### config.mk
export PLATFORM = sky130hd
export DESIGN_NAME = arb_mux
export DESIGN_NICKNAME = d
export VERILOG_FILES = /design/src/rtl/arb_mux_pkg.sv /design/src/rtl/arb_mux_rr_arbiter.sv /design/src/rtl/arb_mux.sv
export SDC_FILE = /design/constraint.sdc
export NUM_CORES = 1
export LEC_CHECK = 0
export CORE_MARGIN = 2
export CORE_UTILIZATION = 39
export DETAILED_ROUTE_END_ITERATION = 10
export GPL_TIMING_DRIVEN = 0
export PLACE_DENSITY = 0.87
export SYNTH_ARGS = -nofsm -noshare
export SYNTH_HDL_FRONTEND = slang
export SYNTH_SLANG_ARGS = --single-unit
### constraint.sdc
create_clock -name clk -period 3.7 [get_ports clk]
set_input_delay 0.37 -clock clk [delete_from_list [all_inputs] [get_ports clk]]
set_output_delay 0.37 -clock clk [all_outputs]
set_load 0.03 [all_outputs]
### src/rtl/arb_mux_pkg.sv
// Shared definitions for the N-way arbitrated multiplexer family.
// sel_width() is reused by any block that needs an index into N channels.
package arb_mux_pkg;

    typedef enum logic [0:0] {
        ARB_FIXED = 1'b0,
        ARB_RR    = 1'b1
    } arb_mode_e;

    localparam int DEFAULT_WIDTH = 32;
    localparam int DEFAULT_N     = 4;

    // Bits needed to index n channels, never less than one.
    function automatic int sel_width(input int n);
        int w;
        w = 1;
        while ((1 << w) < n) begin
            w = w + 1;
        end
        return w;
    endfunction

endpackage

### src/rtl/arb_mux_rr_arbiter.sv
// Grant selection for arb_mux: round-robin from a pointer, or fixed priority.
// The pointer remembers the last granted channel so it gets lowest priority next.
module rr_arbiter
    import arb_mux_pkg::*;
#(
    parameter  int N    = DEFAULT_N,
    parameter  int RR   = 1,
    localparam int SELW = sel_width(N)
) (
    input  logic            clk,
    input  logic            reset,
    input  logic [N-1:0]    req,
    input  logic            advance,
    output logic [N-1:0]    gnt_onehot,
    output logic [SELW-1:0] gnt_idx
);

    logic [SELW-1:0] ptr_r;
    logic [SELW-1:0] gnt_idx_s;
    logic            found_s;

    // Priority search: first requester at or after base, wrapping modulo N
    always_comb begin
        int   base_s;
        int   idx_s;
        logic hit_s;
        gnt_idx_s = '0;
        found_s   = 1'b0;
        idx_s     = 0;
        hit_s     = 1'b0;
        base_s    = (RR != 0) ? (int'(ptr_r) + 1) : 0;
        for (int k = 0; k < N; k++) begin
            idx_s     = (base_s + k) % N;
            hit_s     = req[idx_s[SELW-1:0]] & ~found_s;
            gnt_idx_s = hit_s ? idx_s[SELW-1:0] : gnt_idx_s;
            found_s   = found_s | hit_s;
        end
    end

    assign gnt_idx    = gnt_idx_s;
    assign gnt_onehot = found_s ? ({{(N-1){1'b0}}, 1'b1} << gnt_idx_s) : {N{1'b0}};

    // Pointer follows the winner only when the grant is actually taken
    always_ff @(posedge clk or posedge reset) begin
        if (reset) begin
            ptr_r <= SELW'(N - 1);
        end else if (advance && (RR != 0)) begin
            ptr_r <= gnt_idx_s;
        end
    end

endmodule

### src/rtl/arb_mux.sv
// N-channel arbitrated multiplexer with a one-entry registered output stage.
// The stage refills in the same cycle it drains, so throughput is one word per cycle.
module arb_mux
    import arb_mux_pkg::*;
#(
    parameter  int WIDTH = DEFAULT_WIDTH,
    parameter  int N     = DEFAULT_N,
    parameter  int RR    = 1,
    localparam int SELW  = sel_width(N)
) (
    input  logic               clk,
    input  logic               reset,
    input  logic [N-1:0]       in_valid,
    output logic [N-1:0]       in_ready,
    input  logic [N*WIDTH-1:0] in_data,
    output logic               out_valid,
    input  logic               out_ready,
    output logic [WIDTH-1:0]   out_data,
    output logic [SELW-1:0]    out_sel
);

    logic             can_accept_s;
    logic             in_xfer_s;
    logic [N-1:0]     gnt_onehot_s;
    logic [SELW-1:0]  gnt_idx_s;
    logic [WIDTH-1:0] sel_data_s;

    logic             out_valid_r;
    logic [WIDTH-1:0] out_data_r;
    logic [SELW-1:0]  out_sel_r;

    rr_arbiter #(
        .N  (N),
        .RR (RR)
    ) u_arb (
        .clk        (clk),
        .reset      (reset),
        .req        (in_valid),
        .advance    (in_xfer_s),
        .gnt_onehot (gnt_onehot_s),
        .gnt_idx    (gnt_idx_s)
    );

    assign can_accept_s = ~out_valid_r | out_ready;
    assign in_ready     = can_accept_s ? gnt_onehot_s : {N{1'b0}};
    assign in_xfer_s    = can_accept_s & (|gnt_onehot_s);
    assign sel_data_s   = in_data[int'(gnt_idx_s) * WIDTH +: WIDTH];

    // Output stage: load on accept, empty on drain, otherwise hold
    always_ff @(posedge clk or posedge reset) begin
        if (reset) begin
            out_valid_r <= 1'b0;
            out_data_r  <= {WIDTH{1'b0}};
            out_sel_r   <= {SELW{1'b0}};
        end else if (in_xfer_s) begin
            out_valid_r <= 1'b1;
            out_data_r  <= sel_data_s;
            out_sel_r   <= gnt_idx_s;
        end else if (out_ready) begin
            out_valid_r <= 1'b0;
        end
    end

    assign out_valid = out_valid_r;
    assign out_data  = out_data_r;
    assign out_sel   = out_sel_r;

endmodule

### Word level (Yosys, flattened, before mapping)

Cells that the tools add are included.

| storage, ports and cells | value |
|---|---|
| register bits after elaboration | 37 |
| bits of input ports | 135 |
| logic and storage cells | 44 |

| cells by class | value |
|---|---|
| add/sub/neg operators | 4 |
| order comparisons | 4 |
| shifts and indexed selects | 2 |
| mux-type cells | 16 |
| bitwise logic cells | 12 |
| reduce and logical (&&, ||, !) cells | 2 |

Operator list:

| cell | number |
|---|---|
| 128-bit by 8-bit variable part select with 32-bit output | 1 |
| 2-bit by 3-bit less-than comparator with 1-bit output (second input constant) | 4 |
| 1-bit binary-select mux with 2-bit select | 4 |
| 2-bit 2-to-1 mux | 4 |
| 4-bit 2-to-1 mux | 2 |
| 1-bit 2-to-1 mux | 6 |
| 2-bit by 1-bit adder with 2-bit output (second input constant) | 2 |
| 2-bit adder (second input constant) | 2 |
| 1-bit bitwise AND | 4 |
| 1-bit NOT | 4 |
| 1-bit OR | 4 |
| 4-bit OR reduction | 1 |
| 1-bit by 2-bit << shifter with 4-bit output (first input constant) | 1 |
| 2-bit nonzero test | 1 |

### Logic depth before layout (Yosys ltp)

Gate-level depths: netlist of the first run.

| depth | value |
|---|---|
| word-level depth | 17 |
| depth in mapped cells | 7 |
| depth with buffers taken out | 5 |

### Hierarchy

From an unflattened synthesis of the first run, not the netlist that was laid out.

| second synthesis, totals | value |
|---|---|
| cell total of the unflattened synthesis | 151 |
| area, all modules | 2,518.7 um^2 |

Modules (own cells, without submodules):

| module | times used | cells each | area an instance (um^2) |
|---|---|---|---|
| arb_mux | 1 | 122 | 2,296.0 |
| rr_arbiter | 1 | 29 | 222.7 |

### Worst setup path before layout of the first run

OpenSTA, ideal clock, no wires.

| timing | value |
|---|---|
| path kind | input to output |
| start | input in_valid[0] |
| end | output in_ready[2] |
| arrival time | 2.152 ns |
| data required time | 3.330 ns |
| setup slack | 1.178 ns |
| stages on the path | 6 |
| path through | buf_6 or2_4 a22o_1 a221oi_4 nand2_1 nor3_1 |

| on the way | value |
|---|---|
| longest elaborated chain between the ends | 14 |
| elaborated cells between the ends (all ways) | 24 |
| classes of those cells | shift: 1; mux: 14; bitwise: 9 |

RTL lines:

| what | line | RTL |
|---|---|---|
| start, declared | arb_mux.sv:13 | `input logic [N-1:0] in_valid,` |
| 1-bit binary-select mux with 2-bit select | arb_mux_rr_arbiter.sv:34 | `hit_s = req[idx_s[SELW-1:0]] & ~found_s;` |
| 1-bit 2-to-1 mux (not written as such) | arb_mux_rr_arbiter.sv:34 |  |
| 1-bit NOT | arb_mux_rr_arbiter.sv:34 |  |
| 1-bit bitwise AND | arb_mux_rr_arbiter.sv:34 |  |
| 1-bit OR | arb_mux_rr_arbiter.sv:36 | `found_s = found_s \| hit_s;` |
| 1-bit NOT | arb_mux_rr_arbiter.sv:34 |  |
| 1-bit bitwise AND | arb_mux_rr_arbiter.sv:34 |  |
| 1-bit OR | arb_mux_rr_arbiter.sv:36 |  |
| 1-bit NOT | arb_mux_rr_arbiter.sv:34 |  |
| 1-bit bitwise AND | arb_mux_rr_arbiter.sv:34 |  |
| 2-bit 2-to-1 mux | arb_mux_rr_arbiter.sv:35 | `gnt_idx_s = hit_s ? idx_s[SELW-1:0] : gnt_idx_s;` |
| 1-bit by 2-bit << shifter with 4-bit output | arb_mux_rr_arbiter.sv:41 | `assign gnt_onehot = found_s ? ({{(N-1){1'b0}}, 1'b1} << gnt_idx_s) : {N{1'b0}};` |
| 4-bit 2-to-1 mux * | arb_mux_rr_arbiter.sv:41 |  |
| 4-bit 2-to-1 mux * | arb_mux.sv:45 | `assign in_ready = can_accept_s ? gnt_onehot_s : {N{1'b0}};` |
| end, declared | arb_mux.sv:14 | `output logic [N-1:0] in_ready,` |

Mark *: on every way between the ends. The rest lies on a longest branch, timed or not. The select of a mux whose other input is x is not followed.

### Worst setup path in the final report of the first run

| timing | value |
|---|---|
| start | input in_valid[1] |
| end | output in_ready[2] |

The elaborated chain is that of the path after synthesis.

==> flow_summary.toml, run 1 <==
[flow_run]
drv_cap = 0

[critical_path]
slowest_stage = "clkdlybuf4s50_1"
crit_chain = "clkdlybuf4s50_1, nor2_1, a21boi_2, clkbuf_1, nand2_1, nor3_1, clkdlybuf4s50_1"
required_ps = 3330
r2r_start = "u_arb.ptr_r[1]"
arrival_ps = 3110
crit_fanout = 10
crit_end = "in_ready[2]"
critPathLaunch = "in_valid[1]"
cp_slowest_stage_delay_ps = 710
critPathTopFamily = "buffers and inverters"
reg2regPathDepth = 7
crit_path_end_kind = "primary output"
crit_path_start_kind = "input port"
crit_type = "input port to primary output"
crit_buf_inv = 3
crit_top_cell = "clkdlybuf4s50_1"
crit_cells = 7
r2r_slack_ps = 1390
r2r-end = "out_data[17]"

[power]
p_leak_nw = 1.90
vdd_ir_drop_max_mv = 0.265
cellPowerDensity_nw_per_um2 = 439

[drt]
avgViaCountPerCell = 5.62
remaining_drc_errors = 11
vias = 3058
wl_per_cell_um = 17.3
highest_layer = "met4"
wirelength_met1_um = 3720
ant_nets = 0
met2WireLength_um = 4780
wl_met3_um = 691
routed_wl_um = 9430
first_iter_violations = 131
dr.pass1.iters = 8

[cts]
clkLatencyLatePin_ps = 290
h-tree-depth = 2
cts_sinks = 37
post-cts-setup-buffers = 0
cts.clk_slew.worst_paths_ps = 70
cts_tree = "done"
cts_buffers = 5
clockRootBuffer = "clkbuf_8"
clock_path_buffers = 2

[global_route]
grt_max_degree = 38
grt_pass1_vias = 3077
grt_overflow_total = 0
track_usage_pct = 25.6
grt_pass1_wl_um = 15100
grt_antenna_before_repair = 0

[placed_design]
dp_hpwl_um = 7230
numPortBuffers = 170
routabilityCongestion = 0.831

[sta]
fmax_ghz = 0.288
drv_slew = 0
slew_headroom_pct = 46.8
grt_setup_unrepaired = "no"
tightest_slew_ps = 796
finalCriticalPeriod_ps = 3480
setup_tns_ps = 0
setup_violations = 0
finalClockSkew_ps = 3.83
hold_violations = 0
hold_ws_ps = 384
fin_crit_sh_pct = 94.0

[floorplanning]
rows = 29
die_width_um = 85.7
die_area_um2 = 7350
initial_core_util_pct = 40.6
core_area_um2 = 6420
die_h_um = 85.7
ios = 174

[synth]
yosysUniqueCellTypes = 36
avgSynthCellArea_um2 = 9.02
syn-num-nets = 424
ys.flop_type = "dfrtp_1"
synthCells = 289
ys_async_sr_fraction_pct = 100
synth_seq_area_share_pct = 35.6
synth_area_um2 = 2610
ys_seq_elements = 37
yosysWarnings = 0
synth_edf_count = 0

[min_path]
hold_path.class = "input port to flop"
hold_path_startpoint = "in_valid[0]"

[cells_and_area]
syn_to_final_growth_pct = 73.0
drive_gt1_share_pct = 8.35
nets = 601
final_common_cell = "clkdlybuf4s50_1"
diodes = 0
final_cell_mix = "clkdlybuf4s50_1, dfrtp_1, mux2i_1"
fin_util_pct = 70.2

[run_status]
outcome = "complete, but fails checks"
violations = "design-rule violations"
==> power by group <==
group	switching (mW)	internal (mW)	leakage (nW)
Sequential	0.0664	0.508	0.408
Clock	0.146	0.168	0.0542
Combinational	0.579	0.511	1.44
==> worst min-delay path by stage <==
stage,end,slack (ps),depth (start not counted)
2_1_floorplan,out_valid,510,2
3_3_place_gp,out_sel[1],470,2
3_5_place_dp,out_sel[1],470,2
4_1_cts,out_valid,370,3
5_1_grt,out_valid,380,3
6_report,out_valid,380,3
==> what timing repair did <==
item,4_1_cts,5_1_grt
hold buffers,0,0
hold endpoints to repair,0,0
endpoints found under the setup margin,0,1
resized for setup,0,1
==> Yosys cell counts, types with 12 or more instances <==
cell type,n,area share [%]
dfrtp_1,35,34
a221oi_1,23,7.7
buf_2,14,2.7
o22ai_1,25,6.0
nor2_1,31,4.5
mux2i_1,33,13
nand2b_1,12,2.9
nand2_1,14,2.0
o21ai_1,24,4.6
==> per-stage QoR <==
stage | cells | setup WS [ps] | power [mW] | cell area [um^2]
2_1_floorplan | 289 | 1180 | 1.20 | 2610
3_3_place_gp | 536 | 117 | 1.65 | 4400
4_1_cts | 544 | 94.6 | 1.99 | 4510
3_5_place_dp | 536 | 122 | 1.67 | 4400
5_1_grt | 544 | 45.8 | 2.09 | 4510
6_report | 544 | 224 | 1.98 | 4510
==> metal layers <==
layer | vias to the layer above | GRT usage, %
li1 | 1456 | -
met1 | 1457 | 31.9
met2 | 123 | 44.5
met3 | 22 | 4.91
met4 | 0 | 8.95
met5 | - | 0
==> worst min-delay path: stages <==
cell,delay (ps)
buf_6,100
nor2_1,80
nand3_1,80
==> area by class of cell <==
cell class | instances | area, um^2
buffer | 25 | 139
clock buffer | 7 | 96.3
fill | 521 | 1910
tap | 77 | 96.3
multi-input combinational | 223 | 1530
timing repair buffer | 170 | 1700
clock inverter | 1 | 5.00
sequential | 37 | 928
inverter | 4 | 15.0
==> cells by family (layout without fill, tap and decap cells) <==
| logic type | count (synthesis) | after routing | share of synthesized area [%] |
|---|---|---|---|
| AOI/OAI and AO/OA | 117 | 117 | 32.5 |
| and+or+nand+nor | 73 | 73 | 13.3 |
| DFF | 37 | 37 | 35.6 |
| muxes | 33 | 33 | 12.7 |
| buffers and inverters | 29 | 207 | 5.90 |
==> flip-flops by register name (all words and copies together), names as in the netlist <==
register / count
out_data: 32
out_sel: 2
u_arb.ptr_r: 2
out_valid: 1
No activity file was read; power rests on OpenSTA's default activity.
==> inputs of run 2 (changes only) <==
--- a/config.mk
+++ b/config.mk
@@ -9,6 +9,7 @@
 export CORE_UTILIZATION = 39
 export DETAILED_ROUTE_END_ITERATION = 10
 export GPL_TIMING_DRIVEN = 0
+export HOLD_SLACK_MARGIN = 0.12
 export PLACE_DENSITY = 0.87
 export SYNTH_ARGS = -nofsm -noshare
 export SYNTH_HDL_FRONTEND = slang
==> results of run 2 <==
The final DEF is identical to that of run 1; final timing and power are the same.
